<file path="config.mk">
export PLATFORM = sky130hd
export DESIGN_NAME = friet_state_io_shell
export DESIGN_NICKNAME = d
export VERILOG_FILES = /design/src/rtl/friet_state_io_shell.sv
export SDC_FILE = /design/constraint.sdc
export NUM_CORES = 1
export LEC_CHECK = 0
export BUFFER_PORTS_ARGS = -buffer_cell sky130_fd_sc_hd__buf_4
export CORE_AREA = 8 8 303 305
export DETAILED_ROUTE_END_ITERATION = 6
export DIE_AREA = 0 0 311 313
export HOLD_SLACK_MARGIN = 0.02
export SYNTH_ARGS = -nofsm -noshare
export SYNTH_HDL_FRONTEND = slang
export SYNTH_SLANG_ARGS = --single-unit
</file>
<file path="constraint.sdc">
create_clock -name clk -period 3.21 [get_ports clk]
set_input_delay 0 -clock clk [delete_from_list [all_inputs] [get_ports clk]]
set_output_delay 0 -clock clk [all_outputs]
set_load 0.005 [all_outputs]
</file>
<file path="src/rtl/friet_state_io_shell.sv">
`default_nettype none
// ============================================================================
// Module   : friet_state_io_shell
// Purpose  : Serial load / multi-pass run / serial unload shell around a Friet
//            permutation core. Optional fault lock-out via the macro
//            FRIET_SHELL_FAULT_LOCK_EN.
// Revision : 1.0  initial release
// ============================================================================
module friet_state_io_shell #(
    parameter int STATE_SIZE    = 384,
    parameter int BUFFER_LENGTH = 8,
    parameter int PASS_W        = 3
) (
    input  logic                     clk,
    input  logic                     rst,
    input  logic                     start,
    input  logic [PASS_W-1:0]        passes,
    input  logic [BUFFER_LENGTH-1:0] data_in,
    input  logic                     data_in_valid,
    output logic                     data_in_ready,
    output logic [BUFFER_LENGTH-1:0] data_out,
    output logic                     data_out_valid,
    input  logic                     data_out_ready,
    output logic                     finish,
    output logic                     core_free,
    output logic                     fault_detected,
    output logic                     core_start,
    output logic [STATE_SIZE-1:0]    core_state_out,
    input  logic [STATE_SIZE-1:0]    core_state_in,
    input  logic                     core_done,
    input  logic                     core_fault
);

    localparam int c_WORDS = STATE_SIZE / BUFFER_LENGTH;
    localparam int c_CNT_W = (c_WORDS > 1) ? $clog2(c_WORDS) : 1;
    localparam logic [c_CNT_W-1:0] c_LAST = c_CNT_W'(c_WORDS - 1);

    localparam logic [2:0] c_IDLE      = 3'd0;
    localparam logic [2:0] c_LOAD      = 3'd1;
    localparam logic [2:0] c_FULL      = 3'd2;
    localparam logic [2:0] c_RUN_ISSUE = 3'd3;
    localparam logic [2:0] c_RUN_WAIT  = 3'd4;
    localparam logic [2:0] c_UNLOAD    = 3'd5;
    localparam logic [2:0] c_FAULT     = 3'd6;

    logic [2:0]                               r_fsm;
    logic [c_CNT_W-1:0]                       r_cnt;
    logic [c_WORDS-1:0][BUFFER_LENGTH-1:0]    r_state;
    logic [PASS_W-1:0]                        r_pass_cnt;
    logic                                     r_in_ready;
    logic                                     r_out_valid;
    logic                                     r_finish;
    logic                                     r_free;
    logic                                     r_fault;
    logic                                     r_core_start;
    logic                                     w_last_pass;

    assign w_last_pass    = (r_pass_cnt == PASS_W'(1));

    assign data_in_ready  = r_in_ready;
    assign data_out_valid = r_out_valid;
    assign finish         = r_finish;
    assign core_free      = r_free;
    assign fault_detected = r_fault;
    assign core_start     = r_core_start;
    assign core_state_out = r_state;
    // Word select is gated so the bus idles at zero outside UNLOAD.
    assign data_out       = r_out_valid ? r_state[r_cnt] : '0;

    always_ff @(posedge clk) begin
        if (rst) begin
            r_fsm        <= c_IDLE;
            r_cnt        <= '0;
            r_state      <= '0;
            r_pass_cnt   <= '0;
            r_in_ready   <= 1'b1;
            r_out_valid  <= 1'b0;
            r_finish     <= 1'b0;
            r_free       <= 1'b1;
            r_fault      <= 1'b0;
            r_core_start <= 1'b0;
        end else begin
            r_finish     <= 1'b0;
            r_core_start <= 1'b0;
            case (r_fsm)
                c_IDLE, c_LOAD: begin
                    if (data_in_valid && r_in_ready) begin
                        r_state[r_cnt] <= data_in;
                        r_free         <= 1'b0;
                        if (r_cnt == c_LAST) begin
                            r_cnt      <= '0;
                            r_in_ready <= 1'b0;
                            r_fsm      <= c_FULL;
                        end else begin
                            r_cnt <= r_cnt + 1'b1;
                            r_fsm <= c_LOAD;
                        end
                    end
                end
                c_FULL: begin
                    if (start) begin
                        r_pass_cnt   <= (passes == '0) ? PASS_W'(1) : passes;
                        r_core_start <= 1'b1;
                        r_fsm        <= c_RUN_ISSUE;
                    end
                end
                c_RUN_ISSUE: begin
                    r_fsm <= c_RUN_WAIT;
                end
                c_RUN_WAIT: begin
                    if (core_done) begin
                        r_state    <= core_state_in;
                        r_pass_cnt <= r_pass_cnt - 1'b1;
                        if (core_fault) begin
                            r_fault <= 1'b1;
                        end
`ifdef FRIET_SHELL_FAULT_LOCK_EN
                        if (core_fault) begin
                            r_state <= '0;
                            r_fsm   <= c_FAULT;
                        end else if (w_last_pass) begin
                            r_finish    <= 1'b1;
                            r_out_valid <= 1'b1;
                            r_fsm       <= c_UNLOAD;
                        end else begin
                            r_core_start <= 1'b1;
                            r_fsm        <= c_RUN_ISSUE;
                        end
`else
                        if (w_last_pass) begin
                            r_finish    <= 1'b1;
                            r_out_valid <= 1'b1;
                            r_fsm       <= c_UNLOAD;
                        end else begin
                            r_core_start <= 1'b1;
                            r_fsm        <= c_RUN_ISSUE;
                        end
`endif
                    end
                end
                c_UNLOAD: begin
                    if (data_out_ready) begin
                        if (r_cnt == c_LAST) begin
                            r_cnt       <= '0;
                            r_state     <= '0;
                            r_out_valid <= 1'b0;
                            r_in_ready  <= 1'b1;
                            r_free      <= 1'b1;
                            r_fsm       <= c_IDLE;
                        end else begin
                            r_cnt <= r_cnt + 1'b1;
                        end
                    end
                end
                c_FAULT: begin
                    // Terminal until reset; every handshake stays closed.
                    r_in_ready  <= 1'b0;
                    r_out_valid <= 1'b0;
                end
                default: begin
                    r_fsm <= c_IDLE;
                end
            endcase
        end
    end

endmodule
`default_nettype wire

</file>
# Word-level counts from Yosys, hierarchy flattened
# Cells that the tools add are included.
dict set report word_totals {
  ff_bits 402
  in_bits 402
}
dict set report op_classes {
  addsub 2
  order_cmp 2
  eq_ne 15
  muxes 43
  n_bitwise 3
  reduce_logical 19
}
# op n
set ops {}
lappend ops {{two-way mux 384 bit} 4}
lappend ops {{one-hot mux 384 bit (3 select lines)} 1}
lappend ops {{bitwise mux 384 bit} 1}
lappend ops {{binary-select mux 8 bit (select 6 bit)} 1}
lappend ops {{demux 8 bit (select 6 bit)} 1}
lappend ops {{two-way mux 3 bit} 9}
lappend ops {{two-way mux 8 bit} 3}
lappend ops {{two-way mux 6 bit} 3}
lappend ops {{one-hot mux 3 bit (6 select lines)} 1}
lappend ops {{AND reduction 5 bit} 3}
lappend ops {{inequality test 2 bit, second input constant} 7}
lappend ops {{two-way mux 1 bit} 12}
lappend ops {{one-hot mux 6 bit (2 select lines)} 1}
lappend ops {{== test 3 bit, second input constant} 3}
lappend ops {{AND reduction 3 bit} 3}
lappend ops {{nonzero test 3 bit} 3}
lappend ops {{< comparator 6 x 7 -> 1 bit, second input constant} 1}
lappend ops {{adder 6 x 1 -> 6 bit, second input constant} 1}
lappend ops {{== test 3 x 1 -> 1 bit, second input constant} 2}
lappend ops {{== test 3 x 2 -> 1 bit, second input constant} 2}
lappend ops {{== test 6 bit, second input constant} 1}
lappend ops {{greater-or-equal comparator 6 x 1 -> 1 bit, second input constant} 1}
lappend ops {{logical NOT 3 bit} 2}
lappend ops {{one-hot mux 1 bit (3 select lines)} 2}
lappend ops {{other kinds (11)} 16}

# Longest topological paths before layout
# Gate-level depths: netlist (run 1).
dict set report logic_depth {
  depth_word 7
  depth_mapped 10
  mapped_depth_nobuf 7
}

# Worst setup path after synthesis (run 1)
# Ideal clock, no wire load.
dict set report synth_path {
  kind {reg-to-reg}
  start {register r_cnt[1]}
  end {register with a tool-made name}
  setup_ps 146
  arrival_ps 1909
  slack_ps 1155
  stages_incl_launch_ff 10
  n_path_buf 4
  synth_period_minus_slack_ps 2055
  path_cell_list {dfxtp_1 > buf_2 > nand2b_1 > buf_4 > nor3_2 > or2_2 > clkbuf_1 > and2_1 > buf_2 > a211oi_2}
}
# element line_no
set synth_lines {}
lappend synth_lines {{start: declaration} 47} ;# logic [c_CNT_W-1:0] r_cnt;
lappend synth_lines {{start signal: assignment} 95} ;# r_cnt <= r_cnt + 1'b1;
lappend synth_lines {{start signal: assignment} 151} ;# r_cnt <= r_cnt + 1'b1;

# Final worst setup path (run 1)
dict set report layout_path {
  start {register r_cnt[2]}
  end {output data_out[0]}
}
dict set report layout_between {
  elab_chain_cells 3
}
# element line_no
set layout_rtl {}
lappend layout_rtl {{binary-select mux 8 bit (select 6 bit)} 68} ;# assign data_out = r_out_valid ? r_state[r_cnt] : '0;
lappend layout_rtl {{two-way mux 8 bit (implied by the code)} 68}
lappend layout_rtl {{two-way mux 8 bit} 68}
lappend layout_rtl {{end: declaration} 21} ;# output logic [BUFFER_LENGTH-1:0] data_out,
# No other way between the ends. The select of a mux whose other input is x is not followed.

==> results_dict.tcl, run 1 <==
set metrics [dict create \
    path_cells "clkbuf_4 -> inv_2 -> buf_12 -> a221o_1 -> a21oi_1 -> o22ai_1 -> o41a_1 -> buf_4" \
    nets 4042 \
    finalCriticalPeriod_ns 3.170 \
    dpl.cell_count 4336 \
    vias 28970 \
    power_mw 12.82 \
    synth_edf_count 0 \
    cts_tree "yes" \
    wirelength_um 154300 \
    yosysSeqAreaShare_pct 33.96 \
    clockBufferDepth 3 \
    synth_top_area_cell "dfxtp_1" \
    drtIter0Drc 3550 \
    leakagePower_nw 12.96 \
    multi_input_area_mm2 0.01419 \
    final_util_pct 42.55 \
    area_growth_pct 56.71 \
    wire_per_inst_um 31.85 \
    cp_max_fo 21 \
    ant_nets 0 \
    nFillCells 8402 \
    power_density_mw_per_mm2 345.1 \
    place_congestion 0.9355 \
    ys_async_sr_fraction_pct 0 \
    setup_viol 0 \
    synth_seq_cells 402 \
    ios 800 \
    fin_crit_sh_pct 98.75 \
    grt_setup_unrepaired "yes" \
    synthFlopType "dfxtp_1" \
    slew_violations 0 \
    hold_path_startpoint "data_in[6]" \
    cp-startpoint "r_cnt[2]" \
    die_h_um 313 \
    cts_sinks 402 \
    synth.avg_cell_area_um2 9.449 \
    r2r-start "r_cnt[2]" \
    synth_top_cells_by_area "dfxtp_1 (34%), a211oi_2 (18%), a22oi_1 (13%)" \
    syn-num-nets 2913 \
    vias_per_cell 5.981 \
    crit_arrival_ns 3.17 \
    initial_core_util_pct 27.15 \
    route.detailed.drc 0 \
    crit_type "register to primary output" \
    whs_ns 0.1990 \
    final_cells 4844 \
    endpoint_kind "primary output" \
    slew_headroom_pct 27.78 \
    insertion_delay_ns 0.60 \
    outcome "complete, no violations" \
    dr.pass1.iters 6 \
    dpl.hpwl_um 113000 \
    worst_pin_slew_ns 1.083 \
    max_stage_delay_ns 0.49 \
    cts_buffers 48 \
    core_area_mm2 0.08728 \
    drive_above_1_share_pct 41.78 \
    dieArea_mm2 0.09734 \
    die_x_um 311 \
    synth_top_cell_area_share_pct 33.96 \
    grt_pass1_wl_um 216300 \
    hold_viol 0 \
    ir_drop_mv 0.2636 \
    ys_types 69 \
    first_global_vias 28896 \
    grt-ovfl-total 0 \
    syn_inst 2508 \
    cp.required_ns 3.21 \
    skew_ns 0.01412 \
    final.setup.tns_ns 0 \
    cap_violations 0 \
    grt_max_degree 89 \
    io_buffer_count 799 \
    fmax_mhz 315.5 \
    final-seq-area_mm2 0.008059 \
    cts_root_buf "clkbuf_16" \
    synth_area_mm2 0.02370 \
    start_kind "register" \
    num_rows 109 \
    ys_warn_count 0 \
    hp-class "input port to register" \
    antenna_found_initial 8 \
    cts_max_level 2 \
    grt.total_usage_pct 29.51 \
    cpMaxStageDelayCell "dfxtp_4" \
    clk_pin_slew_ns 0.07 \
]
[synth_stat cells, drive strengths merged (22+ instances only)]
library cell  number
a22oi            410
mux2i             62
a211oi           391
and2              66
o22ai             24
nand2             23
a21oi            417
dfxtp            402
a221oi            47
o21ai             71
mux2              22
nor2              80
clkbuf           156
buf              161
[cell usage in the layout (no fill, tap or decap), types with 6 or more instances in the layout]
cell type,count
buf_4,966
a21oi_1,412
a22oi_1,408
dfxtp_1,399
dlygate4sd3_1,396
a211oi_2,349
nor2_1,77
mux2i_1,60
and2_1,56
clkbuf_16,50
a221oi_1,43
o21ai_1,41
a211oi_1,41
o21ai_0,25
nand2_1,23
buf_12,23
mux2_2,22
o22ai_1,21
a221o_1,17
nand3b_1,14
mux4_2,11
a31oi_1,10
and2_2,9
or2_2,9
clkbuf_1,9
clkbuf_8,9
diode_2,7
o2bb2ai_1,7
nand3_1,7
inv_1,6
nor3_1,6
nor3_2,6
[report_power, final]
group          internal (mW)  switching [mW]
Combinational          0.956            1.10
Clock                   3.23            2.45
Sequential              5.02          0.0631
Total                   9.20            3.62
[layout make-up]
class                      count  share of cell area [%]
multi-input combinational   1782                   38.22
timing repair buffer        1394                   31.77
sequential                   402                   21.70
tap                         1165                   3.925
clock buffer                  68                   3.793
clock inverter                17                  0.4615
inverter                       9                 0.09096
antenna                        7                 0.04717
[final timing paths]
kind / endpoint / slack (ns) / cells after the start
setup / recovery: data_out[0] / 0.04 / 8
hold / removal: register / 0.20 / 5
setup reg to reg: register / 0.21 / 8
hold reg to reg: core_free / 0.53 / 2
[timing repair]
action                                 in CTS  in global routing
hold buffers                              396                  0
buffers inserted                            7                 11
gates resized for setup                    44                  5
endpoints found under the hold margin     394                  0
setup endpoints to repair                   8                  7
cloned                                      2                  0
pin swaps                                   2                  1
[per-layer routing]
layer	routed length [µm]	global-route usage, %
met5	23	0
met4	6849	11.63
met3	14130	6.434
met2	71250	48.43
met1	62050	37.63
[kinds of logic after synthesis]
group	after synthesis	synth area share [%]
AOI/OAI and AO/OA	1436	48.36
xor gates and xnor gates	1	0.03696
adders and majority gates	3	0.1584
buffers and inverters	326	7.143
DFF	402	33.96
muxes	95	4.709
and+or+nand+nor	245	5.639
[worst max-delay path, delay by kind of cell (launching register included)]
family                 cells  cell delay [ns]
buffers and inverters      4             0.79
AO/OA/AOI/OAI              4             1.30
flip-flops                 1             0.49
[through the flow]
stage,area (µm²),setup WS (ns)
after floorplan,23700,1.155
after global placement,31200,0.04333
after detailed placement,31200,0.02724
after CTS,37020,-0.002884
after global routing,37130,-0.005808
final,37140,0.03999
Power figures use the tool's default switching activity.
==> inputs of run 2 (changes only) <==
==> constraint.sdc (replaced) <==
create_clock -name clk -period 3.21 [get_ports clk]
set_input_delay 0.321 -clock clk [delete_from_list [all_inputs] [get_ports clk]]
set_output_delay 0.321 -clock clk [all_outputs]
set_load 0.005 [all_outputs]
==> run 2 against run 1 <==
Net effect: the run now ends with DRC, setup timing left; worst setup slack got worse by 0.11 ns; fmax fell by 3.5%; worst hold slack got worse by 0.11 ns; sequential power barely moved; largest cell class unchanged; largest power group unchanged.
==> results_dict.tcl, run 2 (synthesized netlist as in run 1, its figures left out) <==
set metrics [dict create \
    outcome "finished with violations" \
    failed_checks "DRC, setup timing" \
    drtIter0Drc 3270 \
    finalCriticalPeriod_ns 3.284 \
    cap_violations 0 \
    first_global_vias 26951 \
    grt_pass1_wl_um 211100 \
    layout_common_cells "buf_4 (954), a21oi_1 (409), a22oi_1 (405), dfxtp_1 (398), a211oi_2 (349)" \
    clockBufferDepth 3 \
    dieArea_mm2 0.09734 \
    slew_headroom_pct 31.86 \
    wirelength_um 153700 \
    drive_above_1_share_pct 48.99 \
    ios 800 \
    leakagePower_nw 11.74 \
    dpl.hpwl_um 114500 \
    slew_violations 0 \
    hp-class "input port to register" \
    worst_pin_slew_ns 1.022 \
    power_density_mw_per_mm2 373.4 \
    crit_type "register to primary output" \
    grt_setup_unrepaired "yes" \
    grt.total_usage_pct 29.26 \
    wire_per_inst_um 34.31 \
    core_area_mm2 0.08728 \
    place_ws_ns -0.5352 \
    final_common_cell "buf_4" \
    insertion_delay_ns 0.61 \
    vias 27244 \
    cp_max_fo 18 \
    nets 3667 \
    die_x_um 311 \
    num_rows 109 \
    die_h_um 313 \
    start_kind "register" \
    antenna_found_initial 16 \
    vias_per_cell 6.083 \
    place_congestion 0.9452 \
    fin_crit_sh_pct 102.3 \
    clk_pin_slew_ns 0.06 \
    cts_max_level 2 \
    ir_drop_mv 0.3537 \
    dr.pass1.iters 7 \
    grt_max_degree 79 \
    fin_ws_ns -0.07390 \
    multi_input_area_mm2 0.01481 \
    cp.required_ns 2.89 \
    route.detailed.drc 2 \
    cts_root_buf "clkbuf_16" \
    ant_nets 0 \
    crit_arrival_ns 2.96 \
    setup_viol 5 \
    final_util_pct 39.49 \
    nFillCells 8940 \
    final-seq-area_mm2 0.008060 \
    endpoint_kind "primary output" \
    io_buffer_count 799 \
    area_growth_pct 45.43 \
    initial_core_util_pct 27.15 \
    cts_tree "yes" \
    skew_ns 0.02443 \
    whs_ns 0.09292 \
    fmax_mhz 304.5 \
    grt-ovfl-total 0 \
    cts_buffers 50 \
    hold_viol 0 \
    cts_sinks 402 \
]
## run 2: cell count changes in the layout (fill, tap and decap cells not counted), moves of 5 or more
cell	change
o21ai_0	-6
mux2i_1	-10
clkinv_2	+5
a221oi_4	+8
mux2i_2	+5
a221oi_1	-20
nor2b_4	+5
a221oi_2	+12
clkbuf_1	+5
buf_4	-12
buf_12	+15
dlygate4sd3_1	-394
mux2i_4	+5
o21ai_2	+8
## run 2: repair_timing
item,in CTS,in global routing
hold endpoints to repair,2,0
pin swaps,27,16
gates resized for setup,142,47
hold buffers,2,0
gates cloned,6,2
setup buffers,41,10
setup endpoints to repair,16,8
## run 2: area by class of cell
| cell class | instances | area share, % |
|---|---|---|
| inverter | 9 | 0.1525 |
| tap | 1165 | 4.229 |
| timing repair buffer | 1015 | 24.22 |
| sequential | 402 | 23.39 |
| clock buffer | 76 | 4.393 |
| multi-input combinational | 1784 | 42.96 |
| clock inverter | 17 | 0.5845 |
| antenna | 11 | 0.07987 |
## run 2: path summary, 6_finish.rpt
path	from	endpoint	slack [ns]	cells past startpoint
max	r_cnt[1]	data_out[1]	-0.07	8
min	passes[1]	r_pass_cnt[1]	0.09	3
max reg2reg	r_cnt[2]	register	0.29	9
min reg2reg	fault_detected	fault_detected	0.48	2
## run 2: critical path, cell delays in order (launching register included)
cell	delay, ns
dfxtp_4	0.40
buf_12	0.15
buf_16	0.17
nor2b_4	0.21
a221o_1	0.37
a22oi_2	0.25
o22ai_2	0.11
o41a_1	0.52
buf_4	0.17
## run 2: power breakdown
group | internal (mW) | switching, mW | leakage, nW
combinational | 0.739 | 1.04 | 7.66
clock | 3.57 | 2.44 | 0.840
sequential | 5.02 | 0.0569 | 3.24
total | 9.33 | 3.54 | 11.7
## run 2: routing by layer
layer	share of wire [%]	track usage (%)	vias to the layer above
li1	-	-	11539
met1	40	36.41	13681
met5	0.031	0	-
met3	8.5	7.303	339
met4	3.9	10.71	8
met2	47	48.83	1677
## run 2: through the flow
stage / cell area (µm²) / std cells / power, mW / setup TNS (ns)
finish: 34470 / 4479 / 12.87 / -0.2479
global route: 34460 / 4478 / 13.15 / -0.5273
CTS: 34070 / 4456 / 12.84 / -0.7068
detailed placement: 31140 / 4314 / 6.712 / -2.376
global placement: 31140 / 4314 / 6.708 / -2.324
floorplan: 23700 / 2508 / 5.784 / 0
